<file path="src/rtl/imem_boot_loader_if.sv">
// ---------------------------------------------------------------------------
// imem_boot_loader_if
//   Bundles the control, byte-stream and instruction-memory write signals of
//   the boot loader so they travel as one port.
//
//   start_load    pulse: begin a new load session
//   rx_valid      rx_data valid this cycle (1-cycle strobe)
//   rx_data       received byte
//   imem_wren     instruction-memory write enable
//   imem_address  write address
//   imem_data     write data
//   cpu_reset     hold CPU in reset (high = held)
//   load_done     image loaded and checksum OK (level)
//   load_error    session failed (level)
//
//   master : drives start_load / rx_*, observes the loader outputs
//   slave  : the loader itself
// ---------------------------------------------------------------------------
interface imem_boot_loader_if #(
   parameter int unsigned ADDR_WIDTH  = 16,
   parameter int unsigned INSTR_WIDTH = 20
);
   logic                   start_load;
   logic                   rx_valid;
   logic [7:0]             rx_data;
   logic                   imem_wren;
   logic [ADDR_WIDTH-1:0]  imem_address;
   logic [INSTR_WIDTH-1:0] imem_data;
   logic                   cpu_reset;
   logic                   load_done;
   logic                   load_error;

   modport master (
      output start_load,
      output rx_valid,
      output rx_data,
      input  imem_wren,
      input  imem_address,
      input  imem_data,
      input  cpu_reset,
      input  load_done,
      input  load_error
   );

   modport slave (
      input  start_load,
      input  rx_valid,
      input  rx_data,
      output imem_wren,
      output imem_address,
      output imem_data,
      output cpu_reset,
      output load_done,
      output load_error
   );
endinterface

</file>
<file path="src/rtl/imem_boot_loader.sv">
// ---------------------------------------------------------------------------
// imem_boot_loader
//   Fills instruction memory from a UART byte stream before the CPU runs.
//   Frame: LEN_HI, LEN_LO (N, big-endian), N x {B0,B1,B2}, CSUM.
//   Each triple becomes instr = {B0[3:0],B1,B2}; CSUM is the XOR of every
//   byte between LEN_LO and CSUM. The CPU is held in reset until a frame
//   has been fully written and its checksum matches.
//
//   clk    system clock
//   reset  asynchronous, active-high reset
//   bus    imem_boot_loader_if.slave:
//            in : start_load, rx_valid, rx_data
//            out: imem_wren, imem_address, imem_data,
//                 cpu_reset, load_done, load_error
// ---------------------------------------------------------------------------
module imem_boot_loader #(
   parameter int unsigned ADDR_WIDTH     = 16,
   parameter int unsigned INSTR_WIDTH    = 20,
   parameter int unsigned MAX_INSTR      = 1024,
   parameter int unsigned TIMEOUT_CYCLES = 1000000
) (
   input  logic               clk,
   input  logic               reset,
   imem_boot_loader_if.slave  bus
);

   localparam int unsigned TimerWidth = $clog2(TIMEOUT_CYCLES + 1);

   localparam logic [3:0] StIdle  = 4'd0;
   localparam logic [3:0] StLenHi = 4'd1;
   localparam logic [3:0] StLenLo = 4'd2;
   localparam logic [3:0] StB0    = 4'd3;
   localparam logic [3:0] StB1    = 4'd4;
   localparam logic [3:0] StB2    = 4'd5;
   localparam logic [3:0] StCsum  = 4'd6;
   localparam logic [3:0] StDone  = 4'd7;
   localparam logic [3:0] StError = 4'd8;

   logic [3:0]             state_q,   state_d;
   logic [TimerWidth-1:0]  timer_q,   timer_d;
   logic [7:0]             xor_q,     xor_d;
   logic [7:0]             len_hi_q,  len_hi_d;
   logic [15:0]            remain_q,  remain_d;
   logic [3:0]             b0_lo_q,   b0_lo_d;
   logic [7:0]             b1_q,      b1_d;
   logic [ADDR_WIDTH-1:0]  cnt_q,     cnt_d;
   logic                   wren_q,    wren_d;
   logic [ADDR_WIDTH-1:0]  addr_q,    addr_d;
   logic [INSTR_WIDTH-1:0] data_q,    data_d;

   logic [15:0]            len_n;
   logic                   in_session;

   assign len_n      = {len_hi_q, bus.rx_data};
   assign in_session = (state_q == StLenHi) || (state_q == StLenLo) ||
                       (state_q == StB0)    || (state_q == StB1)    ||
                       (state_q == StB2)    || (state_q == StCsum);

   // -------------------------------------------------------------------------
   // Next-state logic
   // -------------------------------------------------------------------------
   always_comb begin
      state_d  = state_q;
      timer_d  = timer_q;
      xor_d    = xor_q;
      len_hi_d = len_hi_q;
      remain_d = remain_q;
      b0_lo_d  = b0_lo_q;
      b1_d     = b1_q;
      cnt_d    = cnt_q;
      wren_d   = 1'b0;
      addr_d   = addr_q;
      data_d   = data_q;

      case (state_q)
         StIdle, StDone, StError: begin
            // A byte arriving with start_load is dropped on purpose.
            if (bus.start_load) begin
               state_d = StLenHi;
               cnt_d   = '0;
               xor_d   = '0;
               timer_d = '0;
            end
         end

         StLenHi: begin
            if (bus.rx_valid) begin
               len_hi_d = bus.rx_data;
               state_d  = StLenLo;
            end
         end

         StLenLo: begin
            if (bus.rx_valid) begin
               remain_d = len_n;
               if (len_n == 16'd0) begin
                  state_d = StCsum;
               end else if (32'(len_n) > MAX_INSTR) begin
                  state_d = StError;
               end else begin
                  state_d = StB0;
               end
            end
         end

         StB0: begin
            if (bus.rx_valid) begin
               if (bus.rx_data[7:4] != 4'd0) begin
                  state_d = StError;
               end else begin
                  b0_lo_d = bus.rx_data[3:0];
                  xor_d   = xor_q ^ bus.rx_data;
                  state_d = StB1;
               end
            end
         end

         StB1: begin
            if (bus.rx_valid) begin
               b1_d    = bus.rx_data;
               xor_d   = xor_q ^ bus.rx_data;
               state_d = StB2;
            end
         end

         StB2: begin
            if (bus.rx_valid) begin
               // Word and address are registered here; wren follows for one cycle.
               wren_d   = 1'b1;
               addr_d   = cnt_q;
               data_d   = INSTR_WIDTH'({b0_lo_q, b1_q, bus.rx_data});
               cnt_d    = cnt_q + 1'b1;
               remain_d = remain_q - 1'b1;
               xor_d    = xor_q ^ bus.rx_data;
               state_d  = (remain_q == 16'd1) ? StCsum : StB0;
            end
         end

         StCsum: begin
            if (bus.rx_valid) begin
               state_d = (bus.rx_data == xor_q) ? StDone : StError;
            end
         end

         default: begin
            state_d = StIdle;
         end
      endcase

      // Inter-byte watchdog; only idle cycles inside a session count.
      if (in_session) begin
         if (bus.rx_valid) begin
            timer_d = '0;
         end else begin
            timer_d = timer_q + 1'b1;
            if (timer_q == TimerWidth'(TIMEOUT_CYCLES - 1)) begin
               state_d = StError;
            end
         end
      end
   end

   // -------------------------------------------------------------------------
   // State registers
   // -------------------------------------------------------------------------
   always_ff @(posedge clk or posedge reset) begin
      if (reset) begin
         state_q  <= StIdle;
         timer_q  <= '0;
         xor_q    <= '0;
         len_hi_q <= '0;
         remain_q <= '0;
         b0_lo_q  <= '0;
         b1_q     <= '0;
         cnt_q    <= '0;
         wren_q   <= 1'b0;
         addr_q   <= '0;
         data_q   <= '0;
      end else begin
         state_q  <= state_d;
         timer_q  <= timer_d;
         xor_q    <= xor_d;
         len_hi_q <= len_hi_d;
         remain_q <= remain_d;
         b0_lo_q  <= b0_lo_d;
         b1_q     <= b1_d;
         cnt_q    <= cnt_d;
         wren_q   <= wren_d;
         addr_q   <= addr_d;
         data_q   <= data_d;
      end
   end

   // -------------------------------------------------------------------------
   // Outputs
   // -------------------------------------------------------------------------
   assign bus.imem_wren    = wren_q;
   assign bus.imem_address = addr_q;
   assign bus.imem_data    = data_q;
   assign bus.cpu_reset    = (state_q != StDone);
   assign bus.load_done    = (state_q == StDone);
   assign bus.load_error   = (state_q == StError);

endmodule

</file>
<file path="src/flat_wrapper.sv">
// flat-port wrapper written by rule: the top's interface ports become plain ports
module imem_boot_loader_flat 
#(
   parameter int unsigned ADDR_WIDTH     = 16,
   parameter int unsigned INSTR_WIDTH    = 20,
   parameter int unsigned MAX_INSTR      = 1024,
   parameter int unsigned TIMEOUT_CYCLES = 1000000
)
  (clk, reset, bus_start_load, bus_rx_valid, bus_rx_data, bus_imem_wren, bus_imem_address, bus_imem_data, bus_cpu_reset, bus_load_done, bus_load_error);
  imem_boot_loader_if #(.ADDR_WIDTH(ADDR_WIDTH), .INSTR_WIDTH(INSTR_WIDTH)) bus_i ();
  input  logic clk;
  input  logic reset;
  input wire logic [$bits(bus_i.start_load)-1:0] bus_start_load;
  input wire logic [$bits(bus_i.rx_valid)-1:0] bus_rx_valid;
  input wire logic [$bits(bus_i.rx_data)-1:0] bus_rx_data;
  output wire logic [$bits(bus_i.imem_wren)-1:0] bus_imem_wren;
  output wire logic [$bits(bus_i.imem_address)-1:0] bus_imem_address;
  output wire logic [$bits(bus_i.imem_data)-1:0] bus_imem_data;
  output wire logic [$bits(bus_i.cpu_reset)-1:0] bus_cpu_reset;
  output wire logic [$bits(bus_i.load_done)-1:0] bus_load_done;
  output wire logic [$bits(bus_i.load_error)-1:0] bus_load_error;
  assign bus_i.start_load = bus_start_load;
  assign bus_i.rx_valid = bus_rx_valid;
  assign bus_i.rx_data = bus_rx_data;
  assign bus_imem_wren = bus_i.imem_wren;
  assign bus_imem_address = bus_i.imem_address;
  assign bus_imem_data = bus_i.imem_data;
  assign bus_cpu_reset = bus_i.cpu_reset;
  assign bus_load_done = bus_i.load_done;
  assign bus_load_error = bus_i.load_error;
  imem_boot_loader #(.ADDR_WIDTH(ADDR_WIDTH), .INSTR_WIDTH(INSTR_WIDTH), .MAX_INSTR(MAX_INSTR), .TIMEOUT_CYCLES(TIMEOUT_CYCLES)) u_core (.clk(clk), .reset(reset), .bus(bus_i));
endmodule
</file>
<file path="config.mk">
export PLATFORM = sky130hd
export DESIGN_NAME = imem_boot_loader_flat
export DESIGN_NICKNAME = d
export VERILOG_FILES = /design/src/rtl/imem_boot_loader_if.sv /design/src/rtl/imem_boot_loader.sv /design/src/flat_wrapper.sv
export SDC_FILE = /design/constraint.sdc
export NUM_CORES = 1
export LEC_CHECK = 0
export BUFFER_PORTS_ARGS = -buffer_cell sky130_fd_sc_hd__buf_2
export CAP_MARGIN = 30
export CORE_MARGIN = 5
export CORE_UTILIZATION = 40
export DETAILED_ROUTE_END_ITERATION = 10
export PLACE_DENSITY = 0.62
export REMOVE_ABC_BUFFERS = 1
export SLEW_MARGIN = 20
export SYNTH_ARGS = -nofsm -noshare
export SYNTH_HDL_FRONTEND = slang
export SYNTH_SLANG_ARGS = --single-unit
export TNS_END_PERCENT = 50
</file>
<file path="constraint.sdc">
create_clock -name clk -period 3.5 [get_ports clk]
set_clock_uncertainty 0.15 [all_clocks]
set_input_delay 0.175 -clock clk [delete_from_list [all_inputs] [get_ports clk]]
set_output_delay 0.175 -clock clk [all_outputs]
set_load 0.02 [all_outputs]
</file>
* After elaboration in Yosys (flattened, before gate mapping)
Cells that the tools add are included.
** Operators by class
- $lt $le $gt $ge :: 1
- Mux-type cells :: 33
- Add/subtract/negate cells :: 3
- Equal/unequal tests :: 18
- Reduce and logical (&&, ||, !) cells :: 23
- Bitwise operators :: 2
** Operators with widths (number)
- $mux W20 :: 4
- $mux W16 :: 4
- $pmux W16 S2 :: 2
- $mux W4 :: 14
- $mux W8 :: 4
- $pmux W4 S7 :: 1
- $pmux W8 S3 :: 1
- $add A20 B1 Y20 const B :: 1
- $eq A20 B20 Y1 const B :: 1
- $add A16 B1 Y16 const B :: 1
- $eq A16 B1 Y1 const B :: 1
- $eq A4 B3 Y1 const B :: 4
- $gt A16 B11 Y1 const B :: 1
- $logic_not A16 Y1 :: 1
- $sub A16 B1 Y16 const B :: 1
- $ne A2 B2 Y1 const B :: 5
- $reduce_and A3 Y1 :: 3
- $eq A4 B2 Y1 const B :: 2
- $eq A8 B8 Y1 :: 1
- $reduce_and A2 Y1 :: 4
- $reduce_bool A2 Y1 :: 4
- $xor A8 B8 Y8 :: 1
- $logic_or A1 B1 Y1 :: 5
- $reduce_and A5 Y1 :: 1
- 12 further kinds :: 13
** Word-level totals
- Flip-flop bits (word level) :: 121
- Output and inout port bits :: 40
- Bits of input ports :: 12
- Logic and storage cells :: 91

* Depth between registers and ports, before layout
Gate-level depths: netlist (run 1).
- Depth after elaboration :: 8
- Mapped depth :: 8

* Worst setup path after synthesis (run 1)
Ideal clock, no wire load.
- Path kind :: register -> register
- Start point :: reg u_core.state_q[2]
- End point :: reg u_core.cnt_q[14]
- Data arrival time :: 1792 ps
- Setup slack :: 1462 ps
- Stages on the path, launching flop included :: 9
- Library setup time :: 95 ps
- Clock period less this slack :: 2038 ps
- Data required time :: 3255 ps
- Path buffers :: 1
- Cell sequence :: dfrtp_1 > buf_2 > and2b_1 > nand2_1 > inv_1 > o21ai_2 > and2_1 > o21ai_0 > o31ai_1
** On the way
- Cells in the longest elaborated chain, start to end :: 4
- Elaborated cells between the ends (all ways) :: 10
- Those cells by class :: eq/ne: 5; mux: 1; reduce/logical: 4
** Ends and longest elaborated chain
- start, declared :: RTL line imem_boot_loader.sv:39 : logic [3:0] state_q, state_d;
- start signal, assigned :: RTL line imem_boot_loader.sv:168 : state_q <= StIdle;
- start signal, assigned :: RTL line imem_boot_loader.sv:180 : state_q <= state_d;
- $eq A4 B3 Y1 *
- net bus_load_done :: RTL line flat_wrapper.sv:20 : output wire logic [$bits(bus_i.load_done)-1:0] bus_load_done;
- $reduce_or A3 Y1 * :: RTL line imem_boot_loader.sv:75 : case (state_q)
- $ne A2 B2 Y1 (no line) or $reduce_bool A2 Y1 (tied branches)
- $reduce_and A3 Y1 (no line)
- end signal, assigned :: RTL line imem_boot_loader.sv:187 : cnt_q <= cnt_d;
- end, declared :: RTL line imem_boot_loader.sv:46 : logic [ADDR_WIDTH-1:0] cnt_q, cnt_d;
Mark *: on every way through the listed nets, which the timed path passes. The rest lies on a longest branch.
A chain may end at the register's enable or synchronous reset.

* Worst setup path in the final report (run 1)
- Start point :: reg u_core.state_q[1]
- End point :: reg u_core.remain_q[6]
** On the way
- Cells in the longest elaborated chain, start to end :: 3
- Elaborated cells between the ends (all ways) :: 7
- Those cells by class :: eq/ne: 4; mux: 1; reduce/logical: 2
** Ends and longest elaborated chain
- $eq A4 B2 Y1 or $eq A4 B3 Y1 (tied branches) :: RTL line imem_boot_loader.sv:75
- $ne A2 B2 Y1 (no line) or $reduce_bool A2 Y1 (tied branches)
- $reduce_and A3 Y1 (no line)
- end signal, assigned :: RTL line imem_boot_loader.sv:184 : remain_q <= remain_d;
- end, declared :: RTL line imem_boot_loader.sv:43 : logic [15:0] remain_q, remain_d;
Parallel ways exist; a longest one is shown, timed or not.

==> results of run 1 <==
-- per-layer routing --
metal	vias up	share of wire (%)	global-route usage (%)
met2	144	48	28.44
met3	18	5.3	4.657
met1	2599	45	23.34
met5	-	0	0
li1	2577	-	-
met4	0	1.5	6.052
-- stage by stage --
stage               std cells  utilization (%)  worst slack, ns  power (mW)  cell area (sq um)
CTS                       943            47.85           0.8947       5.326               7274
global placement          903            43.28            1.035       3.435               6579
floorplan                 657                -         -0.03917       3.041               6031
finish                    943            47.85           0.8393       5.293               7274
detailed placement        903            43.28           0.9372       3.496               6579
global route              943            47.85           0.7025       5.620               7274
-- power groups by stage --
stage	logic (mW)	clock network (mW)	registers [mW]
finish	1.40	1.79	2.11
global route	1.56	1.90	2.16
CTS	1.40	1.83	2.10
detailed placement	1.38	0	2.11
global placement	1.34	0	2.09
floorplan	0.921	0	2.12
-- cell families (layout without fill, tap and decap cells) --
| logic type | count (synthesis) | in the layout | share of synthesized area, % |
|---|---|---|---|
| buf+inv | 48 | 111 | 3.550 |
| fa+ha+maj | 4 | 4 | 0.8070 |
| mux | 29 | 29 | 5.084 |
| compound gates | 171 | 171 | 16.52 |
| flops | 121 | 121 | 48.82 |
| simple gates | 314 | 314 | 24.51 |
| xor+xnor | 5 | 5 | 0.7060 |
-- worst register-to-register path: stages (launching register included) --
cell and delay (ns):
dfrtp_1 0.72, or3b_4 0.48, a211oi_4 0.70, nand3_1 0.16, o21ai_0 0.17, a22oi_1 0.13
-- final cells by class --
type | count | area (sq um)
well taps | 188 | 235.2
flip-flops and latches | 121 | 3028
multi-input cells | 523 | 2957
fillers | 1468 | 7928
clock inverters | 13 | 166.4
clock buffers | 18 | 439.2
repair buffers | 67 | 397.9
inverters | 13 | 51.30
-- cell usage after synthesis (3+ instances only) --
cell type and number:
nand2_1 152, dfrtp_1 121, o21ai_0 70, nor2_1 37, nand3_1 35, a21oi_1 31
mux2_2 20, clkbuf_1 19, nand2b_1 15, nand4_1 14, inv_1 12, buf_2 11
o21ai_1 11, a31oi_1 10, mux2i_1 9, nor3_1 9, and3_1 8, o31ai_1 8
a21o_1 5, and2_1 5, nand3b_1 5, or3_1 5, a22oi_1 4, ha_1 4
nor4_1 4, o211ai_1 4, o22ai_1 4, xnor2_1 4, and2b_1 3, buf_6 3
o41ai_1 3
-- worst max path at each step --
stage | to | slack (ns) | cells after the start
floorplan | u_core.b0_lo_q[0] | -0.04 | 1
detailed placement | u_core.remain_q[4] | 0.94 | 5
finish | u_core.remain_q[6] | 0.84 | 5
CTS | u_core.remain_q[6] | 0.89 | 5
global route | u_core.remain_q[4] | 0.70 | 5
global placement | u_core.remain_q[4] | 1.04 | 5
-- repair_timing --
item	CTS	global route
setup endpoints to repair	0	0
hold buffers	9	0
endpoints found under the hold margin	77	0
-- sequential cells by signal, indices dropped and copies added (netlist names) --
register	count
u_core.len_hi_q	8
u_core.xor_q	8
u_core.bus.imem_data	20
u_core.b0_lo_q	4
u_core.b1_q	8
u_core.timer_q	20
u_core.cnt_q	16
u_core.bus.imem_address	16
u_core.bus.imem_wren	1
u_core.remain_q	16
u_core.state_q	4
==> qor.csv, run 1 <==
stage,metric,value,unit
clocking,clk_lat worst skew,0.41,ns
sta,RSZ-0062 raised after global routing,no,
synth,Async SR Flop Fraction,100.0,%
critical_path,Setup crit end kind,flop,
sta,endpoints failing hold,0,
synth,top-area cell type share of the netlist area,48.82,%
synth,Syn Inst Count,692,
sta,final slew viol count,0,
floorplan,DIE HEIGHT,134.5,microns
sta,Final setup viols,0,
route,routed length per instance,16.18,microns
sta,Slew @ Worst Pin,0.7831,ns
synth,Mapped Area,6202,sq um
route,via count,5338,
synth,Post-synth EDFFs,0,
power_and_ir_drop,Leakage,3.380,nW
hold_path,HP Start,bus_start_load,
synth,Syn. warnings,0,
layout,synth-to-layout area growth,17.29,%
layout,share of cells above drive strength 1,16.42,%
critical_path,Critical Path RT,3.60,ns
run,maxcap violations,0,
sta,hold_ws,0.05955,ns
critical_path,CP max FO,24,
power_and_ir_drop,worst vdd rail ir drop,0.4123,mV
route,WL final,15.26,mm
route,router iterations before antenna repair,5,
global_routing,first-pass GRT wire length,25.76,mm
route,Routed Antenna Nets,0,
synth,Yosys top cell by area,dfrtp_1,
critical_path,Crit path largest cell delay,0.72,ns
critical_path,CP top delay family,compound AO/OA/AOI/OAI gates,
hold_path,Min-Delay Endpoint,u_core.state_q[3],
power_and_ir_drop,combinational power share,26.4,%
placed_design,Final GP Congestion,0.8547,
floorplan,num rows,45,
route,post-DR vias/cell,5.661,
sta,Final period util,76.02,%
global_routing,initial antenna violation count,0,
clocking,Post-CTS Setup Inserts,0,
placed_design,IO Port Bufs,51,
power_and_ir_drop,Sw Pwr,1.846,mW
hold_path,HP Class,input port to flop,
critical_path,r2r startpoint,u_core.state_q[1],
power_and_ir_drop,Clock power frac,33.8,%
power_and_ir_drop,Internal,3.447,mW
sta,min Tclk post-route,2.661,ns
route,DR DRC count,0,
clocking,total CTS buffers,17,
critical_path,"Critical Path, Cell by Cell",or3b_4 > a211oi_4 > nand3_1 > o21ai_0 > a22oi_1,
global_routing,grt ovf,0,
layout,# diodes,0,
route,DR iter-0 viols,361,
layout,most frequent cells in the layout,"151 x nand2_1, 121 x dfrtp_1, 70 x o21ai_0",
power_and_ir_drop,Switching Share,34.87,%
floorplan,Initial Utilization,40.80,%
floorplan,die area,18100,sq um
global_routing,Total GRT Usage,17.70,%
sta,Slew HR,47.79,%
clocking,clk sinks,121,
floorplan,Die W,134.5,microns
critical_path,r2r setup slk,0.84,ns
synth,Main synth FF type,dfrtp_1,
placed_design,dpl hpwl,10.18,mm
clocking,clk slew on worst S/H paths,0.06,ns
status,status,completed,
power_and_ir_drop,Cell Pwr Density,727.6,nW/um^2
critical_path,critical path buffer and inverter count,0,
synth,sequential cell area fraction in the yosys report,48.82,%
critical_path,worst flop-to-flop path endpoint,u_core.remain_q[6],
floorplan,core footprint,15200,sq um
critical_path,CP arrival,2.76,ns
critical_path,Startpoint Class,flop,
critical_path,Worst Setup SP,u_core.state_q[1],
layout,"commonest non-fill, non-tap cell in the layout",nand2_1,
layout,nets@finish,759,
sta,setup tns final,0,ns
clocking,Root Driver,clkbuf_16,
clocking,clk buf depth,2,
synth,average cell area after synthesis,8.963,sq um
floorplan,I/O pin count,52,
critical_path,CP max stage cell,dfrtp_1,
global_routing,largest net degree at the start of global routing,63,
global_routing,vias in the first global route,5117,
critical_path,Worst Reg-to-Reg Cells,5,
synth,"top cells by area, synth","dfrtp_1 49%, nand2_1 9.2%, o21ai_0 5.6%",
critical_path,crit path kind,flop to flop,
synth,synth unique cells,67,
synth,"FF+latch count, synth",121,
clocking,CTS tree,yes,
sta,fmax,375.8,MHz
power_and_ir_drop,sequential share of power,39.8,%
clocking,post-CTS sizing,0,
hold_path,Hold Path Depth,4,
clocking,H-tree depth,4,
Note: power is estimated with default switching activity, not from simulation.
==> run 2: changes to the inputs <==
Settings changed: ABC_AREA set to 1, PLACE_DENSITY 0.62 to 0.6.
Clock period 3.5 ns to 2.68 ns, I/O delays scaled along.
==> run 2 against run 1 <==
  * Die area shrank 0.88%
  * Clock power grew 32%
  * Global-route usage shrank 0.47 points
  * Core utilization grew 0.52 points
  * Critical endpoint is now u_core.remain_q[11]
  * Highest routed layer unchanged
==> qor.csv, run 2 <==
stage,metric,value,unit
clocking,total CTS buffers,17,
layout,most frequent cells in the layout,"246 x nand2_1, 121 x dfrtp_1, 92 x inv_1",
floorplan,Die W,133.9,microns
route,routed length per instance,13.71,microns
clocking,Root Driver,clkbuf_16,
layout,nets@finish,891,
power_and_ir_drop,Leakage,3.652,nW
synth,average cell area after synthesis,7.613,sq um
clocking,clk slew on worst S/H paths,0.05,ns
global_routing,first-pass GRT wire length,25.03,mm
clocking,clk sinks,121,
sta,final worst setup slack,0.4880,ns
synth,Post-synth EDFFs,0,
clocking,clk_lat worst skew,0.42,ns
critical_path,Startpoint Class,flop,
critical_path,crit path kind,flop to flop,
synth,top-area cell type share of the netlist area,49.29,%
global_routing,Total GRT Usage,17.23,%
synth,"count leader, synth",nand2_1,
floorplan,core footprint,15150,sq um
hold_path,HP Class,input port to flop,
power_and_ir_drop,Cell Pwr Density,919.8,nW/um^2
clocking,Post-CTS Setup Inserts,0,
global_routing,initial antenna violation count,0,
clocking,clk buf depth,2,
placed_design,IO Port Bufs,51,
synth,Yosys top cell by area,dfrtp_1,
run,maxcap violations,0,
synth,synth unique cells,37,
placed_design,placed cell area,6610,sq um
global_routing,grt ovf,0,
layout,# diodes,0,
clocking,H-tree depth,4,
critical_path,Worst Setup SP,u_core.state_q[3],
route,Routed Antenna Nets,0,
global_routing,largest net degree at the start of global routing,62,
sta,final slew viol count,0,
sta,min Tclk post-route,2.192,ns
sta,Final setup viols,0,
route,WL final,14.75,mm
sta,Slew HR,68.05,%
synth,"top cells by area, synth","dfrtp_1 49%, nand2_1 15%, o21ai_0 6.4%",
floorplan,DIE HEIGHT,133.9,microns
synth,"FF+latch count, synth",121,
sta,fmax,456.2,MHz
clocking,CTS tree,yes,
layout,Finished Cell Area,7326,sq um
route,DR DRC count,0,
sta,Final period util,81.79,%
synth,Syn. warnings,0,
floorplan,I/O pin count,52,
synth,Syn Inst Count,807,
sta,RSZ-0062 raised after global routing,no,
critical_path,CP max FO,22,
critical_path,Setup crit end kind,flop,
layout,"commonest non-fill, non-tap cell in the layout",nand2_1,
synth,"top cells by count, synth","246 x nand2_1, 121 x dfrtp_1, 93 x inv_1, 78 x o21ai_0, 75 x nor2_1",
synth,Async SR Flop Fraction,100.0,%
placed_design,Final GP Congestion,0.8637,
floorplan,Initial Utilization,40.56,%
hold_path,HP Start,bus_start_load,
status,status,completed,
route,DR iter-0 viols,367,
placed_design,dpl hpwl,10.27,mm
layout,synth-to-layout area growth,19.25,%
critical_path,r2r startpoint,u_core.state_q[3],
synth,sequential cell area fraction in the yosys report,49.29,%
sta,Slew @ Worst Pin,0.4749,ns
critical_path,Critical Path RT,2.83,ns
synth,Main synth FF type,dfrtp_1,
power_and_ir_drop,worst vdd rail ir drop,0.5608,mV
sta,endpoints failing hold,0,
route,post-DR vias/cell,5.084,
floorplan,die area,17940,sq um
placed_design,Place WS,0.5572,ns
route,via count,5470,
route,router iterations before antenna repair,5,
global_routing,vias in the first global route,5175,
critical_path,CP arrival,2.34,ns
floorplan,num rows,45,
layout,share of cells above drive strength 1,11.82,%
synth,Mapped Area,6143,sq um
## run 2: cell types whose count changed in the layout (fill, tap and decap cells not counted), sizes merged, moves of 12 or more
| cell | previous run | this run |
|---|---|---|
| inv | 18 | 95 |
| a21oi | 31 | 19 |
| nand3 | 35 | 48 |
| mux2 | 20 | 0 |
| nor2 | 38 | 78 |
| nand2b | 15 | 0 |
| nand2 | 152 | 252 |
## run 2: repair_timing
action | CTS | global route
hold endpoints to repair | 64 | 0
gates resized for setup | 0 | 0
hold buffers | 10 | 0
## run 2: logic make-up after synthesis
group,count (synthesis),share of synthesized area [%]
adder cells (fa/ha/maj),4,0.8147
XOR/XNOR,12,1.711
AO/OA/AOI/OAI,132,11.67
flip-flops,121,49.29
AND/OR/NAND/NOR,420,28.80
buffers and inverters,118,7.719
## run 2: where the power goes
group / switching, mW / total [mW] / internal, mW / leakage [nW]
Sequential: 0.315 / 2.56 / 2.25 / 1.62
Clock: 0.825 / 2.36 / 1.53 / 0.295
Combinational: 1.24 / 1.82 / 0.578 / 1.74
Total: 2.38 / 6.74 / 4.36 / 3.65
## run 2: path summary, 6_finish.rpt
kind	end	slack (ns)	cells after the start
min	u_core.state_q[3]	0.04	6
max	u_core.remain_q[11]	0.49	6
max in group asynchronous	u_core.b0_lo_q[0]	1.54	4
min reg2reg	u_core.bus.imem_data[9]	0.32	2
max reg2reg	u_core.remain_q[11]	0.49	6
min in group asynchronous	u_core.timer_q[10]	0.12	3
## run 2: area by class of cell
type,count,area [sq um]
well taps,188,235.2
flip-flops and latches,121,3028
inverters,96,362.8
clock buffers,21,470.5
fillers,1480,7820
repair buffers,71,442.9
clock inverters,11,145.1
multi-input cells,568,2641
## run 2: metrics by stage
stage | setup TNS [ns] | hold slack [ns] | cells | total power [mW] | util, %
2_1_floorplan | -99.19 | 0.1050 | 785 | 3.821 | -
3_3_place_gp | 0 | 0.01940 | 1034 | 4.378 | 43.64
3_5_place_dp | 0 | 0.01780 | 1034 | 4.389 | 43.64
4_1_cts | 0 | 0.02871 | 1076 | 6.779 | 48.37
5_1_grt | 0 | 0.1206 | 1076 | 7.193 | 48.37
6_report | 0 | 0.04491 | 1076 | 6.739 | 48.37
## run 2: critical path, cell delays in order (launching register included)
cell and delay (ns):
dfrtp_1 0.46, nor2_1 0.27, nand4_1 0.34, nand2_2 0.42, inv_1 0.18, a21oi_1 0.19, a21oi_1 0.05
## run 2: per-layer routing
layer	vias up	wire length [microns]	GRT usage (%)
met2	159	6783	27.01
met4	0	239	6.571
li1	2757	-	-
met3	20	743	3.976
met1	2534	6984	23.34
met5	-	0	0
==> run 3: changes to the inputs <==
Settings changed: PLACE_DENSITY 0.6 to 0.62.
Clock period 2.68 ns to 1.92 ns, I/O delays scaled along.
==> run 3 against run 2 <==
  * Clock-buffer cell count increased by 3
  * Non-clock buffer count increased by 32
  * Clock power rose by 42%
  * Global-route usage rose by 0.32 points
  * Sequential share of layout area decreased by 1.9 points
  * Core utilization up 2.4 points
  * Maximum frequency up 21%
  * Combinational power rose by 62%
==> qor.csv, run 3 (synthesis results as in run 2) <==
stage,metric,value,unit
status,status,completed,
layout,"commonest non-fill, non-tap cell in the layout",nand2_1,
critical_path,Startpoint Class,flop,
power_and_ir_drop,worst vdd rail ir drop,0.8116,mV
layout,Fillers,1457,
global_routing,vias in the first global route,5295,
critical_path,Setup crit end kind,flop,
power_and_ir_drop,Leakage,3.826,nW
sta,fmax,551.3,MHz
clocking,clk sinks,121,
global_routing,first-pass GRT wire length,25.61,mm
sta,RSZ-0062 raised after global routing,yes,
layout,share of cells above drive strength 1,16.10,%
critical_path,CP arrival,1.96,ns
route,Routed Antenna Nets,0,
floorplan,die area,17940,sq um
clocking,CTS tree,yes,
sta,min Tclk post-route,1.814,ns
layout,most frequent cells in the layout,"244 x nand2_1, 119 x dfrtp_1, 91 x inv_1",
floorplan,Die W,133.9,microns
floorplan,num rows,45,
floorplan,core footprint,15150,sq um
run,maxcap violations,0,
layout,fin util,50.76,%
route,router iterations before antenna repair,6,
sta,Final period util,94.47,%
layout,nets@finish,923,
floorplan,Initial Utilization,40.56,%
critical_path,CP max FO,25,
global_routing,largest net degree at the start of global routing,53,
clocking,clk_lat worst skew,0.41,ns
route,routed length per instance,13.87,microns
sta,final slew viol count,0,
critical_path,crit path kind,flop to flop,
global_routing,Total GRT Usage,17.55,%
sta,hold_ws,0.09545,ns
placed_design,IO Port Bufs,51,
layout,synth-to-layout area growth,25.15,%
sta,Slew @ Worst Pin,0.5123,ns
route,post-DR vias/cell,5.081,
placed_design,dpl hpwl,10.86,mm
route,DR DRC count,0,
floorplan,DIE HEIGHT,133.9,microns
clocking,clk buf depth,2,
global_routing,grt ovf,0,
placed_design,Final GP Congestion,0.9328,
floorplan,I/O pin count,52,
sta,endpoints failing hold,0,
power_and_ir_drop,Cell Pwr Density,1279,nW/um^2
route,DR iter-0 viols,360,
critical_path,Critical Path RT,2.06,ns
hold_path,HP Class,input port to asynchronous set/reset pin,
clocking,H-tree depth,4,
clocking,total CTS buffers,17,
sta,Final setup viols,0,
route,via count,5625,
route,WL final,15.35,mm
clocking,Root Driver,clkbuf_16,
global_routing,initial antenna violation count,0,
sta,Slew HR,65.53,%
layout,multi-input combinational cell area,2689,sq um
layout,storage element area,3030,sq um
layout,# diodes,0,
clocking,clk slew on worst S/H paths,0.05,ns
[run 3: cell count changes in the layout (fill, tap and decap cells not counted), moves of 2 or more]
cell,before,now
nand2_1,246,244
buf_4,9,35
dfrtp_2,0,2
buf_12,1,5
clkbuf_8,3,6
nor2_2,1,7
clkinv_4,2,0
dfrtp_1,121,119
nor2_1,75,69
[run 3: cell type report]
cell class	count	share of cell area (%)
Clock inverter	7	1.465
Clock buffer	24	6.656
Inverter	96	4.817
Multi-Input combinational cell	568	34.97
Timing Repair Buffer	103	9.618
Tap cell	188	3.059
Sequential cell	121	39.41
[run 3: worst max-delay path, cell delays in order (launching register included)]
cell     delay, ns
dfrtp_2       0.43
inv_2         0.09
nor2_4        0.18
nand3_4       0.17
buf_12        0.20
nor2_1        0.14
inv_1         0.09
nor3b_1       0.19
nor2_1        0.07
[run 3: worst paths after layout]
kind | cells after the start | start | slack [ns] | to
worst max-delay path | 8 | u_core.state_q[2] | 0.11 | u_core.cnt_q[15]
worst min-delay path | 3 | reset | 0.1 | u_core.bus.imem_wren
worst max register to register | 8 | u_core.state_q[2] | 0.11 | u_core.cnt_q[15]
worst min register to register | 2 | u_core.b1_q[1] | 0.32 | u_core.bus.imem_data[9]
max in group asynchronous | 4 | reset | 0.89 | u_core.state_q[3]
min in group clk | 2 | u_core.b1_q[1] | 0.32 | u_core.bus.imem_data[9]
[run 3: metal layers]
| layer | global-route usage, % | part of all wire (%) | vias to the layer above |
|---|---|---|---|
| met5 | 0 | 0 | - |
| met4 | 4.400 | 1.3 | 0 |
| met3 | 5.064 | 5.2 | 19 |
| met2 | 27.51 | 46 | 151 |
| met1 | 24.07 | 47 | 2627 |
| li1 | - | - | 2828 |
[run 3: per-stage QoR]
| stage | cells | TNS (ns) | area, sq um | setup WS, ns | power [mW] |
|---|---|---|---|---|---|
| 4_1_cts | 1102 | 0 | 7571 | 0.02852 | 9.681 |
| 3_3_place_gp | 1060 | 0 | 6830 | 0.08733 | 6.244 |
| 5_1_grt | 1107 | -0.1054 | 7689 | -0.03050 | 10.46 |
| 2_1_floorplan | 785 | -214.81 | 6030 | -1.540 | 5.333 |
| 3_5_place_dp | 1060 | 0 | 6830 | 0.03604 | 6.258 |
| 6_report | 1107 | 0 | 7689 | 0.1062 | 9.834 |
[run 3: repair_timing]
action,CTS,global route
endpoints found under the hold margin,152,0
hold buffers,11,0
setup endpoints to repair,1,31
buffers inserted,0,5
gates resized for setup,1,17
pin swaps,0,3
[run 3: power by group]
group	switching, mW	internal [mW]	total (mW)
combinational	1.87	1.08	2.95
clock	1.11	2.24	3.34
sequential	0.402	3.14	3.54
